`src/rtl/csa_resolve_seq_if.sv`:
```
// csa_resolve_seq_if: operand/result handshake bundle between the CSA,
// the chunked carry-propagate stage and the downstream normaliser.
// master = upstream/consumer side, slave = csa_resolve_seq.
interface csa_resolve_seq_if #(
  parameter int N = 12
) ();
  logic         in_valid;
  logic         in_ready;
  logic [N-1:0] s_in;
  logic [N-1:0] t_in;
  logic         out_valid;
  logic         out_ready;
  logic [N:0]   sum;
  logic         busy;

  modport master (
    output in_valid, s_in, t_in, out_ready,
    input  in_ready, out_valid, sum, busy
  );

  modport slave (
    input  in_valid, s_in, t_in, out_ready,
    output in_ready, out_valid, sum, busy
  );
endinterface

```
`src/rtl/csa_resolve_seq.sv`:
```
// csa_resolve_seq: resolves the CSA sum/carry vectors into one binary
// result, CHUNK bits per cycle, with a registered inter-chunk carry.
// Optional build macro CSA_RESOLVE_EARLY_EXIT_EN: leave RUN as soon as the
// remaining operand bits are zero and no carry is pending.
//
// state | meaning
// IDLE  | waiting for operands, in_ready=1
// RUN   | resolving chunk r_idx each cycle
// DONE  | result valid, held until out_ready
module csa_resolve_seq #(
  parameter int N     = 12,
  parameter int CHUNK = 4
) (
  input  logic               clk,
  input  logic               rst_n,
  csa_resolve_seq_if.slave   bus
);

  localparam int NCH   = (N + CHUNK - 1) / CHUNK;
  localparam int IW    = (NCH > 1) ? $clog2(NCH) : 1;
  localparam int RW    = N + 1;
  // position of the true carry-out inside the last chunk's adder result
  localparam int LASTB = N - (NCH - 1) * CHUNK;

  typedef enum logic [1:0] {S_IDLE, S_RUN, S_DONE} state_t;

  state_t          r_state;
  state_t          w_state_nxt;
  logic [N-1:0]    r_s;
  logic [N-1:0]    r_t;
  logic [RW-1:0]   r_res;
  logic            r_carry;
  logic [IW-1:0]   r_idx;

  logic [31:0]     w_base;
  logic [CHUNK-1:0] w_s_chunk;
  logic [CHUNK-1:0] w_t_chunk;
  logic [CHUNK:0]  w_add;
  logic            w_last;
  logic            w_accept;
  logic [RW-1:0]   w_wmask;
  logic [RW-1:0]   w_wdata;
  logic            w_early;

  // chunk extraction and adder for the current index
  always_comb begin
    w_base    = 32'(r_idx) * 32'(CHUNK);
    w_s_chunk = CHUNK'(r_s >> w_base);
    w_t_chunk = CHUNK'(r_t >> w_base);
    w_add     = {1'b0, w_s_chunk} + {1'b0, w_t_chunk} + {{CHUNK{1'b0}}, r_carry};
    w_last    = (r_idx == IW'(NCH - 1));
    w_accept  = (r_state == S_IDLE) && bus.in_valid;
    // shifting in RW width drops chunk bits above N on the partial last chunk
    w_wmask   = RW'({CHUNK{1'b1}}) << w_base;
    w_wdata   = RW'(w_add[CHUNK-1:0]) << w_base;
  end

`ifdef CSA_RESOLVE_EARLY_EXIT_EN
  // nothing left to add above this chunk and no carry into it
  always_comb begin
    w_early = !w_add[CHUNK] && (((r_s | r_t) >> (w_base + 32'(CHUNK))) == '0);
  end
`else
  // fixed-latency build: never leave RUN early
  always_comb begin
    w_early = 1'b0;
  end
`endif

  // state register
  always_ff @(posedge clk or negedge rst_n) begin
    if (!rst_n) r_state <= S_IDLE;
    else        r_state <= w_state_nxt;
  end

  // next-state decode
  always_comb begin
    w_state_nxt = r_state;
    case (r_state)
      S_IDLE: if (bus.in_valid)        w_state_nxt = S_RUN;
      S_RUN:  if (w_last || w_early)   w_state_nxt = S_DONE;
      S_DONE: if (bus.out_ready)       w_state_nxt = S_IDLE;
      default:                         w_state_nxt = S_IDLE;
    endcase
  end

  // handshake outputs decoded from state
  always_comb begin
    bus.in_ready  = (r_state == S_IDLE);
    bus.out_valid = (r_state == S_DONE);
    bus.busy      = (r_state == S_RUN) || (r_state == S_DONE);
    bus.sum       = r_res;
  end

  // operand capture and chunk-by-chunk result accumulation
  always_ff @(posedge clk or negedge rst_n) begin
    if (!rst_n) begin
      r_s     <= '0;
      r_t     <= '0;
      r_res   <= '0;
      r_carry <= 1'b0;
      r_idx   <= '0;
    end else if (w_accept) begin
      r_s     <= bus.s_in;
      r_t     <= bus.t_in;
      r_res   <= '0;
      r_carry <= 1'b0;
      r_idx   <= '0;
    end else if (r_state == S_RUN) begin
      r_res   <= (r_res & ~w_wmask) | w_wdata;
      // the carry-out lands in sum[N]; for a full last chunk it lies outside the write window
      if (w_last) r_res[N] <= w_add[LASTB];
      r_carry <= w_add[CHUNK];
      r_idx   <= r_idx + IW'(1);
    end
  end

endmodule

```
`src/flat_wrapper.sv`:
```
// flat-port wrapper written by rule: the top's interface ports become plain ports
module csa_resolve_seq_flat 
#(
  parameter int N     = 12,
  parameter int CHUNK = 4
)
  (clk, rst_n, bus_in_valid, bus_s_in, bus_t_in, bus_out_ready, bus_in_ready, bus_out_valid, bus_sum, bus_busy);
  csa_resolve_seq_if #(.N(N)) bus_i ();
  input  logic clk;
  input  logic rst_n;
  input wire logic [$bits(bus_i.in_valid)-1:0] bus_in_valid;
  input wire logic [$bits(bus_i.s_in)-1:0] bus_s_in;
  input wire logic [$bits(bus_i.t_in)-1:0] bus_t_in;
  input wire logic [$bits(bus_i.out_ready)-1:0] bus_out_ready;
  output wire logic [$bits(bus_i.in_ready)-1:0] bus_in_ready;
  output wire logic [$bits(bus_i.out_valid)-1:0] bus_out_valid;
  output wire logic [$bits(bus_i.sum)-1:0] bus_sum;
  output wire logic [$bits(bus_i.busy)-1:0] bus_busy;
  assign bus_i.in_valid = bus_in_valid;
  assign bus_i.s_in = bus_s_in;
  assign bus_i.t_in = bus_t_in;
  assign bus_i.out_ready = bus_out_ready;
  assign bus_in_ready = bus_i.in_ready;
  assign bus_out_valid = bus_i.out_valid;
  assign bus_sum = bus_i.sum;
  assign bus_busy = bus_i.busy;
  csa_resolve_seq #(.N(N), .CHUNK(CHUNK)) u_core (.clk(clk), .rst_n(rst_n), .bus(bus_i));
endmodule
```
`config.mk`:
```
export PLATFORM = sky130hd
export DESIGN_NAME = csa_resolve_seq_flat
export DESIGN_NICKNAME = d
export VERILOG_FILES = /design/src/rtl/csa_resolve_seq_if.sv /design/src/rtl/csa_resolve_seq.sv /design/src/flat_wrapper.sv
export SDC_FILE = /design/constraint.sdc
export NUM_CORES = 1
export LEC_CHECK = 0
export ABC_CLOCK_PERIOD_IN_PS = 2650
export CAP_MARGIN = 10
export CORE_ASPECT_RATIO = 1.5
export CORE_UTILIZATION = 30
export CTS_CLUSTER_DIAMETER = 60
export DETAILED_ROUTE_END_ITERATION = 8
export DONT_BUFFER_PORTS = 1
export PLACE_DENSITY = 0.5
export SLEW_MARGIN = 20
export SYNTH_ARGS = -nofsm -noshare
export SYNTH_HDL_FRONTEND = slang
export SYNTH_SLANG_ARGS = --single-unit
```
`constraint.sdc`:
```
create_clock -name clk -period 2.65 [get_ports clk]
set_input_delay 0.1325 -clock clk [delete_from_list [all_inputs] [get_ports clk]]
set_output_delay 0.1325 -clock clk [all_outputs]
set_load 0.02 [all_outputs]
```
==> summary.md <==
| Metric | Value |
|---|---|
| Status | finished clean |
| Htree depth | 2 |
| Crit path top cell by count | fa_1 |
| Maxcap violations | 0 |
| Post-route ant nets | 0 |
| Clk sinks | 42 |
| Drt pass-1 iters | 6 |
| WL final | a little under 5000 um |
| Antenna diode count | 0 |
| Most frequent cells in the layout | nand2_1, dfrtp_1, dlygate4sd3_1 |
| First-pass GRT wire length | approximately 8200 um |
| RSZ-0062 raised after global routing | no |
| Clock Skews | 0.00635 ns |
| Core footprint | approximately 0.0068 sq mm |
| Initial core utilization | 0.310 |
| Largest net degree at the start of global routing | 43 |
| Crit path arrival time | 2.58 ns |
| Clock Path Buffers | 2 |
| Die Height | approximately 100 um |
| Critical Path Start | u_core.r_idx[1] |
| Fmax | slightly above 400 MHz |
| Area delta synth->final | 21.1% |
| Min Tclk post-route | 2.44 ns |
| VDD IR max | ~0.00038 V |
| Sequential element share of the synthesized area | 0.499 |
| Worst hold path class | in -> reg |
| Die area | about 0.0074 sq mm |
| DRT iter0 DRCs | 66 |
| Crit share post-route | 0.922 |
| Reg2reg start | u_core.r_idx[1] |
| Flops & latches, synth | 42 |
| Cell Area, Synth | approximately 0.0021 sq mm |
| CP bufs+invs | 0 |
| Reg2Reg Setup Slack | approximately 0.21 ns |
| GPL Wtd Cong | 0.754 |
| Mean post-synth cell area | 9.37 sq um |
| Hold Slack | between 0.1 and 0.15 ns |
| Number of buffers added on ports | 0 |
| Worst skew pair latency | approximately 0.29 ns |
| Die width | about 70 um |
| Number of placed I/O pins | 44 |
| Fin Setup TNS | 0 ns |
| Vias/cell | around 4.9 |
| Wire per inst | 14.6 um |
| FP Rows | 37 |
| Syn. warnings | 0 |
| Hold path start | bus_in_valid |
| Worst setup SP type | flop |
| Syn Inst Count | approximately 230 |
| Vias in the first global route | approximately 1700 |
| GRT Total Usage | 0.142 |
| Antenna violations before repair | 0 |
| Static Leakage | 1.26 nW |
| PwrDens | 1180 mW/mm^2 |
| Final-report setup violation count | 0 |
| CTS tree | built |
| Crit path max fanout | 8 |
| Slew headroom | 0.545 |
| Setup Buffers After CTS | 0 |
| Req. time, crit path | between 2 and 3 ns |
| Total power draw | 3.02 mW |
| CP Class | reg -> reg |
| Clock Tree Root | clkbuf_8 |
| Worst stage delay on the critical path | about 0.54 ns |
| Post-DP HPWL | about 3500 um |
| Count of flip-flops with a built-in enable after synthesis | 0 |
| Num CTS Buffers | 5 |
| Worst Setup End Kind | flop |
| Nets | roughly 300 |
| Worst-path clk slew | approximately 0.080 ns |
| Top delay family on crit path | adder cells |
| Ys async rst share | 1.00 |
| Post-Syn Nets | about 270 |
| Critical path, cell by cell | mux2i_1, o21ai_0, fa_1, fa_1, a21o_1, a21oi_1, a311oi_1 |
| Share of cells above drive strength 1 | 0.0672 |
| Primary FF master, synth | dfrtp_1 |
| Via count | ~1600 |
| Total congestion overflow | 0 |
| Synth cell types | 33 |
| Worst Max-Slew Pin Slew | between 0.6 and 0.7 ns |
| DRC errors left | 0 |
| Fin. Hold Viols | 0 |
| Commonest non-fill, non-tap cell in the layout | nand2_1 |
| Critical Path Slowest Stage Cell | dfrtp_1 |
| Pins over their slew limit | 0 |
timing repair:
item	CTS	global route
gates resized for setup	0	0
endpoints found under the hold margin	66	0
hold buffers	26	0
path summary, 6_finish.rpt:
check	to	cells after the start
worst max register to register	u_core.bus.sum[12]	7
worst max-delay path	u_core.bus.sum[12]	7
max in group asynchronous	u_core.r_state[1]	2
worst min register to register	u_core.r_s[6]	2
min in group asynchronous	u_core.bus.sum[6]	2
worst min-delay path	u_core.bus.sum[7]	3
per-layer routing:
layer	GRT usage	up-vias	part of all wire
met5	0	-	0
met4	0.0514	0	0.016
met3	0.0309	5	0.039
met2	0.248	36	0.52
met1	0.167	782	0.43
li1	-	803	-
worst reg2reg max path: cells and delay by family, from the launching register on:
kind	cells	cell delay [ns]
adders and majority gates	2	0.87
AOI/OAI and AO/OA	4	0.66
DFF	1	0.54
muxes	1	0.22
cell families (layout without fill, tap and decap cells):
logic type	count (synthesis)	after routing	synth area share
and+or+nand+nor	105	105	0.205
xor gates and xnor gates	2	2	0.00831
DFF	42	42	0.499
AOI/OAI and AO/OA	33	33	0.112
buffers and inverters	20	48	0.0439
adders and majority gates	12	12	0.0783
muxes	11	11	0.0534
cells in the mapped netlist, drive strengths merged, types with 2 or more instances:
cell    instances  share of area
nand2          84           0.15
and3b           2         0.0083
a21oi           3         0.0071
buf             7          0.021
nand3           6          0.014
fa              2          0.019
a21boi          2         0.0071
a22o            6          0.025
inv             8          0.014
mux2i           9          0.043
ha             10          0.059
o21ai          10          0.024
dfrtp          42           0.50
o31ai           2         0.0071
and3            3         0.0089
a22oi           4          0.014
nor2            5         0.0089
nor2b           2         0.0059
mux2            2          0.011
clkbuf          5         0.0089
sequential cells by signal, summed over array words and instances (netlist names):
register        count
u_core.r_idx        2
u_core.r_carry      1
u_core.r_t         12
u_core.r_s         12
u_core.r_state      2
u_core.bus.sum     13
cell type report:
class,instances,area [sq um]
fill,688,4250
clock buffer,5,68.8
sequential,42,1050
clock inverter,2,10.0
tap,78,97.6
timing repair buffer,33,330
multi-input combinational,163,965
inverter,8,30.0
power breakdown:
group          internal, mW  leakage, nW  switching [mW]  total (mW)
combinational         0.621        0.680           0.870        1.49
sequential            0.904        0.536           0.233        1.14
clock                 0.177       0.0438           0.212       0.389
through the flow:
step	cell area, sq um	instances	utilization	worst slack (ns)
2_1_floorplan	2110	225	-	0.137
3_3_place_gp	2200	298	0.323	0.259
3_5_place_dp	2200	298	0.323	0.194
4_1_cts	2550	331	0.375	0.182
5_1_grt	2550	331	0.375	0.0711
6_report	2550	331	0.375	0.207
Note: power is estimated with default switching activity, not from simulation.
